--- config.mk ---
export PLATFORM = sky130hd
export DESIGN_NAME = sb_arb_flat
export DESIGN_NICKNAME = d
export VERILOG_FILES = /design/src/rtl/sb_arb_pkg.sv /design/src/rtl/sb_arb_if.sv /design/src/rtl/sb_arb_rr.sv /design/src/rtl/sb_arb.sv /design/src/flat_wrapper.sv
export SDC_FILE = /design/constraint.sdc
export NUM_CORES = 1
export LEC_CHECK = 0
export ABC_AREA = 1
export CORE_AREA = 2 2 107 109
export DETAILED_ROUTE_END_ITERATION = 12
export DIE_AREA = 0 0 109 111
export PLACE_DENSITY = 0.63
export SLEW_MARGIN = 20
export SYNTH_ARGS = -nofsm -noshare
export SYNTH_HDL_FRONTEND = slang
export SYNTH_HIERARCHICAL = 1
export SYNTH_SLANG_ARGS = --single-unit
--- constraint.sdc ---
create_clock -name clk -period 5.5 [get_ports clk]
set_input_delay 1.1 -clock clk [delete_from_list [all_inputs] [get_ports clk]]
set_output_delay 1.1 -clock clk [all_outputs]
set_load 0.01 [all_outputs]
--- src/rtl/sb_arb_pkg.sv ---
// rtl/sb_arb_pkg.sv - shared widths, constants and enums for the dmem arbiter
package sb_arb_pkg;

    localparam int ADDR_W = 32;
    localparam int DATA_W = 32;
    localparam int WE_W   = 4;

    localparam logic [DATA_W-1:0] ZERO32 = 32'h0000_0000;

    typedef enum logic {
        IDLE    = 1'b0,
        RD_WAIT = 1'b1
    } state_e;

    typedef enum logic {
        M0 = 1'b0,
        M1 = 1'b1
    } master_e;

endpackage

--- src/rtl/sb_arb_if.sv ---
// rtl/sb_arb_if.sv - two-master request bus plus dmem port seen by the arbiter
interface sb_arb_if;
    import sb_arb_pkg::*;

    logic              m0_req;
    logic [WE_W-1:0]   m0_we;
    logic [ADDR_W-1:0] m0_addr;
    logic [DATA_W-1:0] m0_wdata;
    logic              m0_gnt;
    logic              m0_rvalid;

    logic              m1_req;
    logic [WE_W-1:0]   m1_we;
    logic [ADDR_W-1:0] m1_addr;
    logic [DATA_W-1:0] m1_wdata;
    logic              m1_gnt;
    logic              m1_rvalid;

    logic [DATA_W-1:0] rdata;
    logic [WE_W-1:0]   s_rw;
    logic [ADDR_W-1:0] s_addr;
    logic [DATA_W-1:0] s_wdata;
    logic [DATA_W-1:0] s_rdata;

    modport slave (
        input  m0_req, m0_we, m0_addr, m0_wdata,
        input  m1_req, m1_we, m1_addr, m1_wdata,
        input  s_rdata,
        output m0_gnt, m0_rvalid, m1_gnt, m1_rvalid,
        output rdata, s_rw, s_addr, s_wdata
    );

    modport master (
        output m0_req, m0_we, m0_addr, m0_wdata,
        output m1_req, m1_we, m1_addr, m1_wdata,
        output s_rdata,
        input  m0_gnt, m0_rvalid, m1_gnt, m1_rvalid,
        input  rdata, s_rw, s_addr, s_wdata
    );

endinterface

--- src/rtl/sb_arb_rr.sv ---
// rtl/sb_arb_rr.sv - winner pick and streak tracking for the two-master arbiter
module sb_arb_rr
    import sb_arb_pkg::*;
#(
    parameter int QUANTUM = 4
) (
    input  logic    clk,
    input  logic    rst,
    input  logic    en_i,
    input  logic    req0_i,
    input  logic    req1_i,
    output logic    gnt_valid_o,
    output master_e pick_o
);

    localparam logic [3:0] QMAX = 4'(QUANTUM);

    master_e    last_q, last_d;
    logic [3:0] streak_q, streak_d;
    logic       keep_last;
    master_e    other;

    // A zero streak means nobody holds the bus yet, so the non-last master wins the tie.
    assign keep_last = (streak_q != 4'd0) && (streak_q < QMAX);
    assign other     = (last_q == M0) ? M1 : M0;

    always_comb begin
        gnt_valid_o = en_i && (req0_i || req1_i);
        pick_o      = M0;
        if (req0_i && req1_i) begin
            pick_o = keep_last ? last_q : other;
        end else if (req1_i) begin
            pick_o = M1;
        end
    end

    always_comb begin
        last_d   = last_q;
        streak_d = streak_q;
        if (gnt_valid_o) begin
            last_d = pick_o;
            if (pick_o != last_q) begin
                streak_d = 4'd1;
            end else if (streak_q < QMAX) begin
                streak_d = streak_q + 4'd1;
            end
        end
    end

    always_ff @(posedge clk) begin
        if (rst) begin
            last_q   <= M1;
            streak_q <= 4'd0;
        end else begin
            last_q   <= last_d;
            streak_q <= streak_d;
        end
    end

endmodule

--- src/rtl/sb_arb.sv ---
// rtl/sb_arb.sv - two-master dmem arbiter: single-cycle writes, one-wait-state reads
module sb_arb
    import sb_arb_pkg::*;
#(
    parameter int QUANTUM = 4
) (
    input  logic     clk,
    input  logic     rst,
    sb_arb_if.slave  bus
);

    state_e  state_q, state_d;
    master_e owner_q, owner_d;
    logic    gnt_valid;
    master_e pick;

    sb_arb_rr #(.QUANTUM(QUANTUM)) u_rr (
        .clk         (clk),
        .rst         (rst),
        .en_i        ((state_q == IDLE) && !rst),
        .req0_i      (bus.m0_req),
        .req1_i      (bus.m1_req),
        .gnt_valid_o (gnt_valid),
        .pick_o      (pick)
    );

    always_comb begin
        state_d       = state_q;
        owner_d       = owner_q;
        bus.m0_gnt    = 1'b0;
        bus.m1_gnt    = 1'b0;
        bus.m0_rvalid = 1'b0;
        bus.m1_rvalid = 1'b0;
        bus.rdata     = ZERO32;
        bus.s_rw      = '0;
        bus.s_addr    = ZERO32;
        bus.s_wdata   = ZERO32;

        case (state_q)
            IDLE: begin
                if (gnt_valid) begin
                    if (pick == M0) begin
                        bus.m0_gnt  = 1'b1;
                        bus.s_rw    = bus.m0_we;
                        bus.s_addr  = bus.m0_addr;
                        bus.s_wdata = bus.m0_wdata;
                    end else begin
                        bus.m1_gnt  = 1'b1;
                        bus.s_rw    = bus.m1_we;
                        bus.s_addr  = bus.m1_addr;
                        bus.s_wdata = bus.m1_wdata;
                    end
                    // Writes retire in the grant cycle; only reads need the wait state.
                    if (bus.s_rw == '0) begin
                        state_d = RD_WAIT;
                        owner_d = pick;
                    end
                end
            end
            RD_WAIT: begin
                state_d = IDLE;
                if (!rst) begin
                    bus.rdata = bus.s_rdata;
                    if (owner_q == M0) begin
                        bus.m0_rvalid = 1'b1;
                    end else begin
                        bus.m1_rvalid = 1'b1;
                    end
                end
            end
            default: state_d = IDLE;
        endcase
    end

    always_ff @(posedge clk) begin
        if (rst) begin
            state_q <= IDLE;
            owner_q <= M0;
        end else begin
            state_q <= state_d;
            owner_q <= owner_d;
        end
    end

endmodule

--- src/flat_wrapper.sv ---
// flat-port wrapper written by rule: the top's interface ports become plain ports
module sb_arb_flat import sb_arb_pkg::*;
#(
    parameter int QUANTUM = 4
)
  (clk, rst, bus_m0_req, bus_m0_we, bus_m0_addr, bus_m0_wdata, bus_m1_req, bus_m1_we, bus_m1_addr, bus_m1_wdata, bus_s_rdata, bus_m0_gnt, bus_m0_rvalid, bus_m1_gnt, bus_m1_rvalid, bus_rdata, bus_s_rw, bus_s_addr, bus_s_wdata);
  sb_arb_if bus_i ();
  input  logic clk;
  input  logic rst;
  input wire logic [$bits(bus_i.m0_req)-1:0] bus_m0_req;
  input wire logic [$bits(bus_i.m0_we)-1:0] bus_m0_we;
  input wire logic [$bits(bus_i.m0_addr)-1:0] bus_m0_addr;
  input wire logic [$bits(bus_i.m0_wdata)-1:0] bus_m0_wdata;
  input wire logic [$bits(bus_i.m1_req)-1:0] bus_m1_req;
  input wire logic [$bits(bus_i.m1_we)-1:0] bus_m1_we;
  input wire logic [$bits(bus_i.m1_addr)-1:0] bus_m1_addr;
  input wire logic [$bits(bus_i.m1_wdata)-1:0] bus_m1_wdata;
  input wire logic [$bits(bus_i.s_rdata)-1:0] bus_s_rdata;
  output wire logic [$bits(bus_i.m0_gnt)-1:0] bus_m0_gnt;
  output wire logic [$bits(bus_i.m0_rvalid)-1:0] bus_m0_rvalid;
  output wire logic [$bits(bus_i.m1_gnt)-1:0] bus_m1_gnt;
  output wire logic [$bits(bus_i.m1_rvalid)-1:0] bus_m1_rvalid;
  output wire logic [$bits(bus_i.rdata)-1:0] bus_rdata;
  output wire logic [$bits(bus_i.s_rw)-1:0] bus_s_rw;
  output wire logic [$bits(bus_i.s_addr)-1:0] bus_s_addr;
  output wire logic [$bits(bus_i.s_wdata)-1:0] bus_s_wdata;
  assign bus_i.m0_req = bus_m0_req;
  assign bus_i.m0_we = bus_m0_we;
  assign bus_i.m0_addr = bus_m0_addr;
  assign bus_i.m0_wdata = bus_m0_wdata;
  assign bus_i.m1_req = bus_m1_req;
  assign bus_i.m1_we = bus_m1_we;
  assign bus_i.m1_addr = bus_m1_addr;
  assign bus_i.m1_wdata = bus_m1_wdata;
  assign bus_i.s_rdata = bus_s_rdata;
  assign bus_m0_gnt = bus_i.m0_gnt;
  assign bus_m0_rvalid = bus_i.m0_rvalid;
  assign bus_m1_gnt = bus_i.m1_gnt;
  assign bus_m1_rvalid = bus_i.m1_rvalid;
  assign bus_rdata = bus_i.rdata;
  assign bus_s_rw = bus_i.s_rw;
  assign bus_s_addr = bus_i.s_addr;
  assign bus_s_wdata = bus_i.s_wdata;
  sb_arb #(.QUANTUM(QUANTUM)) u_core (.clk(clk), .rst(rst), .bus(bus_i));
endmodule
==> flow_metrics.py, run 1 <==
metrics = {
    "power": {
        "p_seq_frac": 0.108,
        "p_sw_frac": 0.297,
        "pwr-share-comb": 0.666,
        "p_leak_nw": 1.85,
        "p_clk_frac": 0.226,
        "switching_power_mw": 0.159,
        "p_per_area_mw_per_mm2": 122,
        "power.total_mw": 0.536,
        "vdd_ir_drop_max_v": 0.0000895,
        "power.internal_mw": 0.376,
    },
    "synth": {
        "ys_ff_latch": 7,
        "synth_cells": 234,
        "seq_area_frac_synth": 0.0946,
        "ys_warn_count": 6,
        "ys_types": 21,
        "synthesis.area_sq_mm": 0.00148,
        "synth_nets": 408,
        "synth.avg_cell_area_sq_um": 6.33,
    },
    "critical_path": {
        "worstPathRequired_ps": 4400,
        "cpPeakStageDelay_ps": 560,
        "worst-path-buf-inv": 6,
        "worstPathMaxFanout": 45,
        "setup.worst_path.end_class": "output port",
        "crit_type": "input pin to output port",
        "cp_common_cell": "clkdlybuf4s50_1",
        "crit_family": "buffers and inverters",
        "cp.arrival_ps": 3730,
        "cp_slowest_cell": "clkdlybuf4s50_1",
        "start_kind": "input pin",
        "worstPathCellList": "clkdlybuf4s50_1, nor2_1, o21ai_0, clkinv_1, inv_1, nor2_2, nand2_1, inv_2, buf_12, a22o_1, clkdlybuf4s50_1",
    },
    "clock_network": {
        "cts_tree": "built",
        "clk_path_buf_depth": 2,
        "clk_latency_ps": 230,
        "cts.htree.levels": 1,
        "post_cts_buffers": 0,
        "clkTransAtPathRegs_ps": 30,
        "cts_sinks": 7,
        "hold_buffers": 0,
        "cts_resized": 0,
        "cts_made_buffers": 3,
        "cts-root-buf": "clkbuf_16",
    },
    "grt": {
        "antenna_found_initial": 3,
        "grt_max_degree": 46,
        "grt_pass1_wl_um": 15200,
        "grt_use_total": 0.163,
        "grt_pass1_vias": 2870,
        "grt_overflow_total": 0,
    },
    "sta": {
        "max_freq_mhz": 207,
        "setup_viol": 0,
        "tightest_slew_ps": 574,
        "worst_hold_slack_ps": 483,
        "slew_headroom": 0.616,
        "period_needed_ps": 4830,
        "rsz0062_at_grt": "false",
        "setup_tns_ps": 0,
        "slew_violations": 0,
        "min_period_over_period": 0.879,
        "fin_skew_ps": 0.383,
        "finalHoldViolations": 0,
    },
    "route": {
        "dr_total_vias": 2726,
        "ant_nets": 0,
        "drt_iter0_drc": 113,
        "post-route-drc-count": 0,
        "wire_per_inst_um": 16.9,
        "first_pass_iters": 5,
        "drt-vias-per-instance": 4.25,
        "wirelength_um": 10800,
    },
    "place": {
        "dp.cells": 637,
        "hpwl_um": 9240,
        "place_congestion": 0.929,
        "portBuffers": 275,
    },
    "finish": {
        "syn_to_final_growth_pct": 196,
        "regArea_sq_um": 140,
        "stdcell_count": 641,
        "fillers": 1125,
        "n_antenna_cell": 0,
        "drive_above_1_share": 0.0321,
        "multiInputGateArea_sq_mm": 0.00101,
        "finalCoreUtilization": 0.396,
        "fin_nets": 673,
    },
    "floorplan": {
        "die_area_sq_mm": 0.0121,
        "start_util": 0.134,
        "fp.dieH_um": 111,
        "row_count": 39,
        "pin_count": 276,
        "chipWidth_um": 109,
        "coreArea_sq_mm": 0.0111,
    },
    "job": {
        "cap_violations": 0,
    },
    "status": {
        "status": "completed",
    },
    "hold_path": {
        "hp-class": "register to register",
    },
}
## placed cells by master, fill, tap and decap left out
cell             instances
a22o_1                  64
clkinv_1                 1
ha_1                     2
buf_12                   2
a21oi_1                  8
inv_1                   45
xor2_1                   1
nor2_1                  44
inv_2                    3
nand4_1                  1
nand3_2                  2
nor2_4                   1
clkbuf_16                3
clkdlybuf4s50_1        275
dfxtp_1                  7
nand2_1                 21
clkbuf_1                 1
nand2_2                  4
nor2_2                   1
nand3_1                  9
o21ai_0                  3
## per-stage QoR
step | instance area, sq um | worst slack [ps]
floorplan | 1480 | 2080
global placement | 4300 | 721
detailed placement | 4300 | 679
CTS | 4380 | 654
global route | 4380 | 435
finish | 4380 | 667
## worst paths after layout
check | startpoint | cells after the start | end | slack, ps
max | rst | 11 | bus_s_wdata[26] | 670
min | u_core/u_rr/streak_q[3] | 2 | u_core/u_rr/streak_q[3] | 480
max reg2reg | u_core/u_rr/streak_q[0] | 14 | u_core/owner_q | 3520
min reg2reg | u_core/u_rr/streak_q[3] | 2 | u_core/u_rr/streak_q[3] | 480
## final cells by class
class                      instances  share of cell area
clock buffer                       4              0.0180
tap                              143              0.0408
multi-input combinational        161               0.230
timing repair buffer             277               0.637
sequential                         7              0.0320
inverter                          49              0.0420
## registers in the layout (all words and copies together), names as in the netlist
signal / count
u_core/u_rr/last_q: 1
u_core/u_rr/streak_q: 4
u_core/owner_q: 1
u_core/state_q: 1
## routing by layer
layer  up-vias  part of all wire  global-route usage  wire length, um
met5         -            0.0042                   0               45
met4         6             0.022              0.0419              234
met3        20              0.14              0.0623             1520
met2       189              0.49               0.310             5340
met1      1192              0.34               0.160             3700
li1       1319                 -                   -                -
## power groups by stage
stage                     registers [mW]  clock network, mW  logic (mW)
after floorplan                   0.0577                  0       0.129
after CTS                         0.0577              0.124       0.359
after global routing              0.0583              0.128       0.379
after global placement            0.0584                  0       0.356
after detailed placement          0.0585                  0       0.356
final                             0.0578              0.121       0.357
## worst register-to-register path, cell delays in order, from the launching register on
cell	delay, ps
dfxtp_1	370
inv_1	60
ha_1	190
inv_1	70
nand3_1	90
nand3_2	110
nand2_2	80
inv_1	220
inv_2	110
nand2_1	110
nand3_1	90
nor2_1	170
nand3_1	90
nand2_1	80
nor2_1	40
## kinds of logic after synthesis
kind of cell / after synthesis / synth area share
compound gates: 75 / 0.416
buf+inv: 66 / 0.227
xor+xnor: 1 / 0.00591
simple gates: 83 / 0.240
fa+ha+maj: 2 / 0.0169
flops: 7 / 0.0946
## cell usage after synthesis
master	instances	share of area
a22o_1	64	0.38
inv_1	46	0.12
nor2_1	44	0.11
nand2_1	22	0.056
buf_6	11	0.084
nand3_1	9	0.030
a21oi_1	8	0.027
dfxtp_1	7	0.095
clkbuf_1	3	0.0076
nand2_2	3	0.013
o21ai_0	3	0.010
buf_2	2	0.0068
ha_1	2	0.017
inv_2	2	0.0051
nand3_2	2	0.014
buf_4	1	0.0051
clkinv_1	1	0.0025
nand4_1	1	0.0042
nor2_2	1	0.0042
nor2_4	1	0.0076
xor2_1	1	0.0059
Power figures use the tool's default switching activity.
==> run 2, diff against run 1 <==
--- a/config.mk
+++ b/config.mk
@@ -6,10 +6,11 @@
 export NUM_CORES = 1
 export LEC_CHECK = 0
 export ABC_AREA = 1
-export CORE_AREA = 2 2 107 109
+export CORE_AREA = 3 3 107 109
 export DETAILED_ROUTE_END_ITERATION = 12
-export DIE_AREA = 0 0 109 111
-export PLACE_DENSITY = 0.63
+export DIE_AREA = 0 0 110 112
+export GPL_TIMING_DRIVEN = 0
+export PLACE_DENSITY = 0.67
 export SLEW_MARGIN = 20
 export SYNTH_ARGS = -nofsm -noshare
 export SYNTH_HDL_FRONTEND = slang
==> constraint.sdc (replaced) <==
create_clock -name clk -period 4.2 [get_ports clk]
set_input_delay 0.84 -clock clk [delete_from_list [all_inputs] [get_ports clk]]
set_output_delay 0.84 -clock clk [all_outputs]
set_load 0.01 [all_outputs]
==> flow_metrics.py, run 2 (synthesis results as in run 1) <==
metrics = {
    "power": {
        "p_seq_frac": 0.117,
        "p_clk_frac": 0.144,
        "vdd_ir_drop_max_v": 0.0000856,
        "pwr-share-comb": 0.739,
        "p_leak_nw": 1.93,
        "p_sw_frac": 0.316,
        "p_per_area_mw_per_mm2": 145,
        "power.internal_mw": 0.442,
        "switching_power_mw": 0.204,
    },
    "sta": {
        "finalHoldViolations": 0,
        "tightest_slew_ps": 392,
        "slew_headroom": 0.739,
        "fin_skew_ps": 3.04,
        "setup_viol": 0,
        "min_period_over_period": 0.931,
        "period_needed_ps": 3910,
        "slew_violations": 0,
        "max_freq_mhz": 256,
        "worst_hold_slack_ps": 470,
        "rsz0062_at_grt": "false",
    },
    "finish": {
        "final_common_cell": "clkdlybuf4s50_1",
        "drive_above_1_share": 0.0526,
        "largest_register_ff_count": 4,
        "finalCoreUtilization": 0.417,
        "fin_nets": 688,
        "regMostFlops": "u_core/u_rr/streak_q",
        "final_cell_area_sq_mm": 0.00446,
        "n_antenna_cell": 0,
        "layout_common_cells": "clkdlybuf4s50_1 (270), a22o_1 (64), inv_1 (46)",
        "syn_to_final_growth_pct": 201,
    },
    "place": {
        "post_dp_cell_area_sq_mm": 0.00441,
        "portBuffers": 275,
        "hpwl_um": 9040,
        "place_congestion": 0.837,
    },
    "critical_path": {
        "worstPathMaxFanout": 10,
        "crit_type": "input pin to output port",
        "setup.worst_path.end_class": "output port",
        "cp.arrival_ps": 3070,
        "cpPeakStageDelay_ps": 560,
        "cp_slowest_cell": "clkdlybuf4s50_1",
        "worstPathCellList": "clkdlybuf4s50_1, o21ai_1, inv_2, inv_1, nor2_4, nand2_1, inv_1, buf_6, buf_6, a22o_1, clkdlybuf4s50_1",
        "worstPathRequired_ps": 3360,
        "start_kind": "input pin",
    },
    "route": {
        "drt_iter0_drc": 132,
        "dr_total_vias": 2733,
        "wire_per_inst_um": 16.1,
        "wirelength_um": 10500,
        "first_pass_iters": 4,
        "drt-vias-per-instance": 4.19,
        "ant_nets": 0,
        "post-route-drc-count": 0,
    },
    "floorplan": {
        "chipWidth_um": 110,
        "row_count": 38,
        "coreArea_sq_mm": 0.0107,
        "pin_count": 276,
        "start_util": 0.138,
        "fp.dieH_um": 112,
        "die_area_sq_mm": 0.0123,
    },
    "grt": {
        "grt_max_degree": 11,
        "grt_overflow_total": 0,
        "grt_use_total": 0.154,
        "grt_pass1_wl_um": 14900,
        "grt_pass1_vias": 2872,
        "antenna_found_initial": 0,
    },
    "clock_network": {
        "clkTransAtPathRegs_ps": 40,
        "clk_path_buf_depth": 2,
        "cts_tree": "built",
        "cts.htree.levels": 1,
        "post_cts_buffers": 0,
        "cts_resized": 5,
        "cts_made_buffers": 3,
        "hold_buffers": 0,
        "cts-root-buf": "clkbuf_8",
        "cts_sinks": 7,
        "clk_latency_ps": 220,
    },
    "status": {
        "status": "completed",
    },
    "job": {
        "cap_violations": 0,
    },
    "hold_path": {
        "hp-class": "register to register",
    },
}
## run 2: cell types whose count changed in the layout (fill, tap and decap cells not counted), sizes merged
cell | before | now
inv | 48 | 49
dlygate4sd2 | 0 | 4
clkbuf | 4 | 7
clkdlybuf4s50 | 275 | 270
buf | 2 | 14
dlymetal6s2s | 0 | 1
clkinv | 1 | 0
## run 2: worst paths after layout
| check | from | end | slack, ps | cells after the start |
|---|---|---|---|---|
| worst max register to register | u_core/u_rr/streak_q[0] | u_core/owner_q | 2300 | 14 |
| worst min register to register | u_core/u_rr/streak_q[3] | u_core/u_rr/streak_q[3] | 470 | 2 |
| worst max-delay path | bus_m1_req | bus_s_wdata[7] | 290 | 11 |
| worst min-delay path | u_core/u_rr/streak_q[3] | u_core/u_rr/streak_q[3] | 470 | 2 |
## run 2: power groups by stage
stage	logic (mW)	clock network, mW	registers [mW]
2_1_floorplan	0.168	0	0.0756
3_3_place_gp	0.475	0	0.0763
3_5_place_dp	0.478	0	0.0766
4_1_cts	0.480	0.0951	0.0756
5_1_grt	0.509	0.103	0.0763
6_report	0.477	0.0930	0.0756
## run 2: per-stage QoR
step	power, mW	instances	TNS (ps)	setup WS, ps
floorplan	0.244	234	0	1300
global placement	0.551	649	0	15.2
detailed placement	0.554	649	-13.0	-12.4
CTS	0.651	653	0	35.4
global route	0.689	653	0	67.5
finish	0.646	653	0	288
## run 2: worst max-delay path, delay by kind of cell
kind                   cells  cell delay [ps]
AO/OA/AOI/OAI              2              290
buffers and inverters      7             1730
AND/OR/NAND/NOR            2              200
## run 2: metal layers
layer	wire length, um	global-route usage
met5	0	0
met4	176	0.0341
met3	1210	0.0394
met2	5160	0.286
met1	3940	0.171
## run 2: layout make-up
class                           instances  area, sq um
Inverter                               49          184
Multi-Input combinational cell        161         1010
Fill cell                            1106         6240
Sequential cell                         7          140
Timing Repair Buffer                  275         2750
Tap cell                              140          175
Clock buffer                            4         45.0
Buffer                                 17          156
